[src/rtl/muldiv_sequencer.sv]
// Multi-cycle RV32M multiply/divide unit: radix-2 shift-add multiply and restoring
// divide, one operation at a time behind START/READY and RESULT_VALID/RESULT_READY.
module muldiv_sequencer #(
  parameter int WIDTH = 32
) (
  input  logic             CLK,
  input  logic             RESET,
  input  logic             START,
  output logic             READY,
  input  logic [4:0]       SELECT,
  input  logic [WIDTH-1:0] DATA1,
  input  logic [WIDTH-1:0] DATA2,
  input  logic             KILL,
  output logic [WIDTH-1:0] RESULT,
  output logic             RESULT_VALID,
  input  logic             RESULT_READY,
  output logic             BUSY
);

  localparam int CW = (WIDTH > 1) ? $clog2(WIDTH) : 1;
  localparam logic [CW-1:0] LAST = CW'(WIDTH - 1);
  localparam logic [WIDTH-1:0] MOST_NEG = {1'b1, {(WIDTH-1){1'b0}}};

  typedef enum logic [2:0] {S_IDLE, S_PREP, S_CALC, S_FIX, S_DONE} state_t;

  state_t           state_reg, state_next;
  logic [4:0]       op_reg, op_next;
  logic [WIDTH-1:0] a_reg, a_next;
  logic [WIDTH-1:0] b_reg, b_next;
  logic             neg_a_reg, neg_a_next;
  logic             neg_b_reg, neg_b_next;
  logic             special_reg, special_next;
  logic [WIDTH-1:0] hi_reg, hi_next;
  logic [WIDTH-1:0] lo_reg, lo_next;
  logic [WIDTH-1:0] mcand_reg, mcand_next;
  logic [CW-1:0]    count_reg, count_next;
  logic [WIDTH-1:0] result_reg, result_next;

  logic [2:0] func3;
  logic       is_m, is_div, signed_a, signed_b;

  assign func3    = op_reg[4:2];
  assign is_m     = (op_reg[1:0] == 2'b01);
  assign is_div   = func3[2];
  assign signed_a = (func3 == 3'b001) || (func3 == 3'b010) ||
                    (func3 == 3'b100) || (func3 == 3'b110);
  assign signed_b = (func3 == 3'b001) || (func3 == 3'b100) || (func3 == 3'b110);

  logic             sign_a, sign_b;
  logic [WIDTH-1:0] mag_a, mag_b;

  assign sign_a = signed_a & a_reg[WIDTH-1];
  assign sign_b = signed_b & b_reg[WIDTH-1];
  assign mag_a  = sign_a ? -a_reg : a_reg;
  assign mag_b  = sign_b ? -b_reg : b_reg;

  // Multiply: {hi,lo} shifts right; lo starts as the multiplier and fills with product bits.
  logic [WIDTH-1:0] addend;
  logic [WIDTH:0]   add_sum;

  assign addend  = lo_reg[0] ? mcand_reg : '0;
  assign add_sum = {1'b0, hi_reg} + {1'b0, addend};

  // Divide: hi is the partial remainder, lo shifts the dividend out and the quotient in.
  logic [WIDTH:0]   shifted;
  logic             fits;
  logic [WIDTH-1:0] diff;

  assign shifted = {hi_reg, lo_reg[WIDTH-1]};
  assign fits    = (shifted >= {1'b0, mcand_reg});
  assign diff    = shifted[WIDTH-1:0] - mcand_reg;

  logic [2*WIDTH-1:0] prod, prod_fix;
  logic [WIDTH-1:0]   quo_fix, rem_fix, final_word;

  assign prod     = {hi_reg, lo_reg};
  assign prod_fix = (neg_a_reg ^ neg_b_reg) ? -prod : prod;
  assign quo_fix  = (neg_a_reg ^ neg_b_reg) ? -lo_reg : lo_reg;
  assign rem_fix  = neg_a_reg ? -hi_reg : hi_reg;

  always_comb begin
    final_word = '0;
    if (special_reg)
      final_word = hi_reg;
    else if (is_div)
      final_word = func3[1] ? rem_fix : quo_fix;
    else if (func3 == 3'b000)
      final_word = prod_fix[WIDTH-1:0];
    else
      final_word = prod_fix[2*WIDTH-1:WIDTH];
  end

  always_comb begin
    state_next   = state_reg;
    op_next      = op_reg;
    a_next       = a_reg;
    b_next       = b_reg;
    neg_a_next   = neg_a_reg;
    neg_b_next   = neg_b_reg;
    special_next = special_reg;
    hi_next      = hi_reg;
    lo_next      = lo_reg;
    mcand_next   = mcand_reg;
    count_next   = count_reg;
    result_next  = result_reg;

    if (KILL && (state_reg != S_IDLE)) begin
      state_next = S_IDLE;
    end else begin
      case (state_reg)
        S_IDLE: begin
          if (START && !KILL) begin
            op_next    = SELECT;
            a_next     = DATA1;
            b_next     = DATA2;
            state_next = S_PREP;
          end
        end
        S_PREP: begin
          neg_a_next   = sign_a;
          neg_b_next   = sign_b;
          hi_next      = '0;
          count_next   = '0;
          lo_next      = is_div ? mag_a : mag_b;
          mcand_next   = is_div ? mag_b : mag_a;
          special_next = 1'b1;
          state_next   = S_FIX;
          // Special results are parked in hi so FIX can pick them up unchanged.
          if (!is_m)
            hi_next = '0;
          else if (is_div && (b_reg == '0))
            hi_next = func3[1] ? a_reg : '1;
          else if (is_div && !func3[0] && (a_reg == MOST_NEG) && (b_reg == '1))
            hi_next = func3[1] ? '0 : a_reg;
          else begin
            special_next = 1'b0;
            state_next   = S_CALC;
          end
        end
        S_CALC: begin
          if (is_div) begin
            hi_next = fits ? diff : shifted[WIDTH-1:0];
            lo_next = {lo_reg[WIDTH-2:0], fits};
          end else begin
            hi_next = add_sum[WIDTH:1];
            lo_next = {add_sum[0], lo_reg[WIDTH-1:1]};
          end
          count_next = count_reg + 1'b1;
          if (count_reg == LAST)
            state_next = S_FIX;
        end
        S_FIX: begin
          result_next = final_word;
          state_next  = S_DONE;
        end
        S_DONE: begin
          if (RESULT_READY)
            state_next = S_IDLE;
        end
        default: state_next = S_IDLE;
      endcase
    end
  end

  always_ff @(posedge CLK) begin
    if (RESET) begin
      state_reg   <= S_IDLE;
      op_reg      <= '0;
      a_reg       <= '0;
      b_reg       <= '0;
      neg_a_reg   <= 1'b0;
      neg_b_reg   <= 1'b0;
      special_reg <= 1'b0;
      hi_reg      <= '0;
      lo_reg      <= '0;
      mcand_reg   <= '0;
      count_reg   <= '0;
      result_reg  <= '0;
    end else begin
      state_reg   <= state_next;
      op_reg      <= op_next;
      a_reg       <= a_next;
      b_reg       <= b_next;
      neg_a_reg   <= neg_a_next;
      neg_b_reg   <= neg_b_next;
      special_reg <= special_next;
      hi_reg      <= hi_next;
      lo_reg      <= lo_next;
      mcand_reg   <= mcand_next;
      count_reg   <= count_next;
      result_reg  <= result_next;
    end
  end

  assign READY        = (state_reg == S_IDLE);
  assign BUSY         = ~READY;
  assign RESULT_VALID = (state_reg == S_DONE);
  assign RESULT       = result_reg;

endmodule

[config.mk]
export PLATFORM = sky130hd
export DESIGN_NAME = muldiv_sequencer
export DESIGN_NICKNAME = d
export VERILOG_FILES = /design/src/rtl/muldiv_sequencer.sv
export SDC_FILE = /design/constraint.sdc
export NUM_CORES = 1
export LEC_CHECK = 0
export ABC_AREA = 1
export CAP_MARGIN = 20
export CORE_MARGIN = 4
export CORE_UTILIZATION = 35
export CTS_BUF_LIST = sky130_fd_sc_hd__clkbuf_4 sky130_fd_sc_hd__clkbuf_8
export CTS_CLUSTER_SIZE = 16
export DETAILED_ROUTE_END_ITERATION = 8
export DONT_BUFFER_PORTS = 1
export GPL_TIMING_DRIVEN = 0
export RECOVER_POWER = 25
export SLEW_MARGIN = 20
export SYNTH_ARGS = -nofsm -noshare
export SYNTH_HDL_FRONTEND = slang
export SYNTH_SLANG_ARGS = --single-unit
[constraint.sdc]
create_clock -name CLK -period 3.5 [get_ports CLK]
set_input_delay 1.05 -clock CLK [delete_from_list [all_inputs] [get_ports CLK]]
set_output_delay 1.05 -clock CLK [all_outputs]
set_load 0.05 [all_outputs]
==> results.ini, run 1 <==
[place]
detailed_place_hpwl_um=94500
placed_cells_incl_taps=4379
place.port_buffers=0
routability_congestion_estimate=1.07

[worst_setup_path]
start_kind=register
crit_path_top_delay_cell=clkbuf_1
cp_slowest_stage_delay_ps=860
setup.worst_path.end_class=register
critical_path.top_delay_family=buffers and inverters
arrival_ps=4090
ff2ff_path_depth=5
required_ps=4040
ff2ff_setup_slack_ps=-60
r2r_start=op_reg[4]$_SDFFE_PP0P_
critPathBufInv=3
timing.critical_path.cells=clkbuf_1, clkbuf_1, buf_1, o211ai_1, a31oi_1
worstReg2RegEnd=lo_reg[18]$_SDFFE_PP0P_
timing.critical_path.fanout_max=10
path_common_cell=clkbuf_1
setup.worst_path.class=reg -> reg

[clock_network]
ctsHtreeMaxLevel=2
cts-resized-gates=2
postCtsHoldBufs=0
clk_path_buf_depth=3
clk_latency_ps=670
cts_num_sinks=208
postCtsSetupRepairBufs=0
clock-root-buffer=clkbuf_8
cts_made_buffers=42
cts_tree=done
clock_transition_at_path_regs_ps=60

[logic_synthesis]
yosys.cell_count.top_type=nand2_1
synthCells=3614
postSynthNetCount=3761
synthArstFlopShare_pct=0
netlist.area_leader.share_pct=20.4
syn-cell-area_sq_um=20400
postSynthRegisterBits=208
synth.yosys.seq_area_share_pct=20.4
syn_avg_cell_area_sq_um=5.64
post_synth_most_frequent_cells=nand2_1, inv_1, nand3_1, a21oi_1, nor2_1
synth_area_leaders=dfxtp_1, nand2_1, nand3_1
synth-warning-count=0
synth-edff-count=0
synth_top_area_cell=dfxtp_1
synthFlopType=dfxtp_1
synth.lib_cells_used.distinct=51

[global_route]
grt_antenna_before_repair=9
wire_length_of_the_first_global_routing_pass_um=164000
global_route.usage.total_pct=35.5
gr-max-usage-layer=met2
met1_usage_pct=47.1
met3_usage_pct=10.7
via_count_of_the_first_global_routing_pass=23324
use_met2_pct=51.9
grt_max_degree=12
grt-ovfl-total=0

[sta]
hold_slack_ps=467
timing.final.crit_share_pct=102
clock.fmax_ghz=0.281
slew-limit-headroom_pct=9.98
finalSetupTns_ps=-65.8
worstMarginPinSlew_ps=1350
slew_viol_final=0
fin_crit_ps=3560
report.final.hold_viol_count=0
setup_ws_ps=-56.1
setup_viol_count_final=2
fin_worst_skew_ps=71.3

[floorplanning]
die_w_um=249
boundaryPins=109
die_height_um=249
core_area_sq_um=57700
initial_utilization_pct=35.3
num_rows=88
die_area_sq_um=62100

[power_and_ir_drop]
power-per-cell-area_nw_per_um2=1050
report.power.total_mw=23.4
max-vdd-ir-drop_mv=0.449
power_report.internal_total_mw=8.81
power.share.combinational_pct=70.9
power.share.switching_pct=62.3
power.sequential.fraction_pct=17.0
p_sw_mw=14.6
power.share.clock_pct=12.2
power_leakage_nw=10.5

[hold_path]
hold-path-endpoint=count_reg[4]$_SDFFE_PP0P_
worstHoldPathCells=2
hold_class=reg -> reg
hold_start=count_reg[4]$_SDFFE_PP0P_

[route]
routed_wire_length_per_instance_um=26.3
avgViaCountPerCell=5.86
initialDrtViolationCount=3835
finalWirelength_um=117000
detailroute.via_count=26129
drt-pass1-iter-count=6
postRouteAntennaNets=0
route.detailed.drc=0

[finish]
final.fill_count=6707
net_total_in_the_final_layout=3805
layoutNonFillerInstCount=4458
post_route_cells_drive_above_1_share_pct=4.85
area_delta_synth_final_pct=9.27

[run_status]
failed_checks=setup timing
run_status=finished, violations left

[flow_run]
drv_cap=0

power by group through the flow:
stage | combinational [mW] | clock (mW) | sequential (mW)
after floorplan | 10.5 | 0 | 3.38
after global placement | 16.0 | 0 | 3.93
after detailed placement | 15.9 | 0 | 3.92
after CTS | 15.9 | 2.86 | 3.88
after global routing | 17.7 | 2.97 | 3.95
final | 16.6 | 2.84 | 3.97
cell type report:
type	instances	area (sq um)	share of cell area (%)
clock inverters	8	75.1	0.337
flip-flops and latches	208	4170	18.7
multi-input cells	2805	13900	62.3
diodes	6	15.0	0.0674
inverters	432	1620	7.28
well taps	765	957	4.30
plain buffers	169	724	3.25
clock buffers	65	826	3.71
layout by cell type (no fill, tap or decap), types with 12 or more instances in the layout:
| master | synthesis | final |
|---|---|---|
| nor3_1 | 33 | 33 |
| buf_1 | 21 | 19 |
| nand2_1 | 1012 | 1012 |
| nand3_1 | 391 | 391 |
| a21oi_1 | 333 | 333 |
| clkbuf_4 | 0 | 12 |
| inv_2 | 13 | 12 |
| xor2_1 | 71 | 71 |
| dfxtp_1 | 208 | 205 |
| a31oi_1 | 55 | 55 |
| clkbuf_8 | 0 | 54 |
| inv_1 | 416 | 417 |
| nor2_1 | 323 | 323 |
| o21bai_1 | 15 | 15 |
| o22ai_1 | 15 | 15 |
| buf_2 | 22 | 20 |
| nand4_1 | 46 | 46 |
| ha_1 | 71 | 71 |
| nand3b_1 | 14 | 14 |
| clkbuf_1 | 116 | 115 |
| xnor2_1 | 12 | 12 |
| o21ai_0 | 276 | 275 |
| o211ai_1 | 46 | 46 |
stage by stage:
step	worst slack [ps]	instance area, sq um	utilization (%)
detailed placement	-210	21300	37.0
finish	-56.1	22300	38.6
global placement	-245	21300	37.0
global route	-3.19	22300	38.6
CTS	61.9	22200	38.5
floorplan	1040	20400	-
metal layers:
| layer | vias to the layer above | part of all wire (%) |
|---|---|---|
| met5 | - | 0.020 |
| met4 | 4 | 6.7 |
| met3 | 344 | 13 |
| met2 | 1657 | 40 |
| met1 | 12122 | 40 |
| li1 | 12002 | - |
cell families (layout without fill, tap and decap cells):
family	after synthesis	in the layout	synth area share, %
xor gates and xnor gates	83	83	3.57
AOI/OAI and AO/OA	776	776	20.8
and+or+nand+nor	1873	1873	39.1
buffers and inverters	601	674	11.5
DFF	208	208	20.4
other	0	6	0
adders and majority gates	73	73	4.56
worst min-delay path, cell delays in order, from the launching register on:
cell     delay [ps]
dfxtp_1         310
nand2_1          60
a21oi_1          50
worst max-delay path by stage:
stage | startpoint | to | depth (start not counted)
2_1_floorplan | lo_reg[0]$_SDFFE_PP0P_ | hi_reg[13]$_SDFFE_PP0P_ | 17
3_3_place_gp | lo_reg[0]$_SDFFE_PP0P_ | hi_reg[17]$_SDFFE_PP0P_ | 16
3_5_place_dp | lo_reg[0]$_SDFFE_PP0P_ | hi_reg[31]$_SDFFE_PP0P_ | 20
4_1_cts | lo_reg[0]$_SDFFE_PP0P_ | hi_reg[31]$_SDFFE_PP0P_ | 20
5_1_grt | lo_reg[0]$_SDFFE_PP0P_ | hi_reg[22]$_SDFFE_PP0P_ | 19
6_report | op_reg[4]$_SDFFE_PP0P_ | lo_reg[18]$_SDFFE_PP0P_ | 5
(Power assumes the default switching activity.)
==> run 2, diff against run 1 <==
--- a/config.mk
+++ b/config.mk
@@ -7,7 +7,6 @@
 export LEC_CHECK = 0
 export ABC_AREA = 1
 export CAP_MARGIN = 20
-export CORE_MARGIN = 4
 export CORE_UTILIZATION = 35
 export CTS_BUF_LIST = sky130_fd_sc_hd__clkbuf_4 sky130_fd_sc_hd__clkbuf_8
 export CTS_CLUSTER_SIZE = 16
==> run 2 against run 1 <==
Net effect:
- cell area decreased by 0.26%
- first-iteration DRC count decreased by 5.7%
- critical endpoint is now lo_reg[14]$_SDFFE_PP0P_
- cell count decreased by 0.22%
- the flow still finishes with violations (setup timing)
- hold slack about the same
==> results.ini, run 2 (synthesis results as in run 1) <==
[worst_setup_path]
ff2ff_setup_slack_ps=-50  ; about the same
required_ps=3960  ; -80 ps
start_kind=register
ff2ff_path_depth=6  ; +1
timing.critical_path.fanout_max=10  ; unchanged
setup.worst_path.end_class=register
setup.worst_path.class=reg -> reg
r2r_start=op_reg[4]$_SDFFE_PP0P_
arrival_ps=4010  ; -80 ps
worstReg2RegEnd=lo_reg[14]$_SDFFE_PP0P_

[route]
initialDrtViolationCount=3617  ; -5.7%
routed_wire_length_per_instance_um=26.4  ; +0.48%
postRouteAntennaNets=0  ; unchanged
detailroute.via_count=26147  ; +0.069%
drt-pass1-iter-count=6  ; unchanged
avgViaCountPerCell=5.88  ; +0.29%
route.detailed.drc=0  ; unchanged
finalWirelength_um=118000  ; +0.25%

[clock_network]
clk_latency_ps=670  ; about the same
postCtsSetupRepairBufs=0  ; unchanged
clock-root-buffer=clkbuf_8
cts_num_sinks=208  ; unchanged
cts_tree=done
cts_made_buffers=40  ; -4.8%
ctsHtreeMaxLevel=2  ; unchanged
clk_path_buf_depth=3  ; unchanged
clock_transition_at_path_regs_ps=60  ; about the same
postCtsHoldBufs=0  ; unchanged

[place]
routability_congestion_estimate=1.08  ; +1.2%
detailed_place_hpwl_um=94900  ; +0.43%
post_dp_cell_area_sq_um=21300  ; about the same
place.port_buffers=0  ; unchanged
placed_cells_incl_taps=4379  ; unchanged

[flow_run]
drv_cap=0  ; unchanged

[finish]
layout.core_utilization_pct=38.6  ; about the same
final.fill_count=6615  ; -1.4%
area_delta_synth_final_pct=8.98
final-seq-area_sq_um=4170  ; unchanged
post_route_cells_drive_above_1_share_pct=4.67  ; -0.18 points
stdcell_area_sq_um=22200  ; -0.26%
layoutNonFillerInstCount=4448  ; -0.22%
most_common_cell_after_layout_fill_and_taps_aside=nand2_1
most-common-layout-cells=nand2_1, inv_1, nand3_1
net_total_in_the_final_layout=3802  ; -0.079%
multi_input_comb_area_sq_um=13900  ; about the same

[run_status]
run_status=finished, violations left
failed_checks=setup timing

[sta]
fin_crit_ps=3550  ; -6.85 ps
timing.final.crit_share_pct=101  ; -0.20 points
slew-limit-headroom_pct=15.6  ; +5.7 points
report.final.hold_viol_count=0  ; unchanged
slew_viol_final=0  ; unchanged
clock.fmax_ghz=0.282  ; +0.19%
setup_viol_count_final=2  ; unchanged
fin_worst_skew_ps=84.1  ; +12.8 ps
grt_setup_unrepaired=false
setup_ws_ps=-49.3  ; +6.85 ps
worstMarginPinSlew_ps=1270  ; -85.1 ps

[floorplanning]
core_area_sq_um=57600  ; -0.19%
initial_utilization_pct=35.4  ; +0.068 points
boundaryPins=109  ; unchanged
die_w_um=243  ; -2.4%
die_area_sq_um=59200  ; -4.8%
die_height_um=243  ; -2.4%
num_rows=88  ; unchanged

[hold_path]
hold-path-endpoint=count_reg[4]$_SDFFE_PP0P_
hold_start=count_reg[4]$_SDFFE_PP0P_
hold_class=reg -> reg
worstHoldPathCells=2  ; unchanged

[global_route]
grt_antenna_before_repair=3  ; -6
grt-ovfl-total=0  ; unchanged
global_route.usage.total_pct=38.6  ; +3.1 points
wire_length_of_the_first_global_routing_pass_um=166000  ; +1.6%
via_count_of_the_first_global_routing_pass=23666  ; +1.5%
grt_max_degree=19  ; +7

[power_and_ir_drop]
max-vdd-ir-drop_mv=0.564  ; +25%
power-per-cell-area_nw_per_um2=1050  ; +0.17%
power_leakage_nw=10.5  ; -0.19%

run 2: changes by cell type in the layout (fill, tap and decap cells not counted), moves of 2 or more:
| cell | change |
|---|---|
| bufinv_16 | +2 |
| clkbuf_4 | +5 |
| clkbuf_8 | -8 |
| clkinv_2 | -3 |
| diode_2 | -5 |
run 2: where the power goes:
part / internal [mW] / switching (mW)
Combinational: 4.39 / 12.1
Clock: 1.59 / 1.23
Sequential: 2.85 / 1.21
run 2: metrics by stage:
step                total power [mW]  hold WS [ps]  setup slack [ps]  setup TNS (ps)
global placement                19.9           455              1.65               0
detailed placement              19.8           462              30.5               0
global route                    24.6           489              16.2               0
CTS                             22.6           470              97.0               0
finish                          23.4           468             -49.3           -50.5
floorplan                       13.9           437              1040               0
run 2: worst max-delay path by stage:
stage / start / endpoint / slack, ps / cells past startpoint
after CTS: lo_reg[0]$_SDFFE_PP0P_ / hi_reg[25]$_SDFFE_PP0P_ / 100 / 14
final: op_reg[4]$_SDFFE_PP0P_ / lo_reg[14]$_SDFFE_PP0P_ / -50 / 6
after global placement: lo_reg[0]$_SDFFE_PP0P_ / hi_reg[11]$_SDFFE_PP0P_ / 2 / 18
after floorplan: lo_reg[0]$_SDFFE_PP0P_ / hi_reg[13]$_SDFFE_PP0P_ / 1040 / 17
after global routing: hi_reg[18]$_SDFFE_PP0P_ / hi_reg[31]$_SDFFE_PP0P_ / 20 / 17
after detailed placement: lo_reg[0]$_SDFFE_PP0P_ / hi_reg[11]$_SDFFE_PP0P_ / 30 / 18
run 2: worst max-delay path: stages (launching register included):
cell      delay [ps]
dfxtp_1          530
clkbuf_1         530
clkbuf_1         880
buf_1            790
nand2_1          140
o211ai_1         360
a21oi_1          130
run 2: repair_timing:
action                                 CTS  global route
cloned                                   0             0
setup endpoints to repair                1            19
resized for setup                        0             6
endpoints found under the hold margin    0             0
run 2: cell type report:
cell class | instances | share of cell area, %
Multi-Input combinational cell | 2805 | 62.4
Sequential cell | 208 | 18.8
Inverter | 432 | 7.30
Tap cell | 765 | 4.31
Clock buffer | 62 | 3.39
Buffer | 168 | 3.23
Clock inverter | 7 | 0.535
Antenna cell | 1 | 0.0113
run 2: per-layer routing:
metal / part of all wire, % / GRT usage [%] / vias to the layer above / wire length (um)
met5: 0.011 / 0 / - / 13
met3: 13 / 9.47 / 374 / 14800
met1: 40 / 51.3 / 12024 / 47200
met4: 6.9 / 22.9 / 2 / 8140
li1: - / - / 11995 / -
met2: 40 / 56.1 / 1752 / 47400
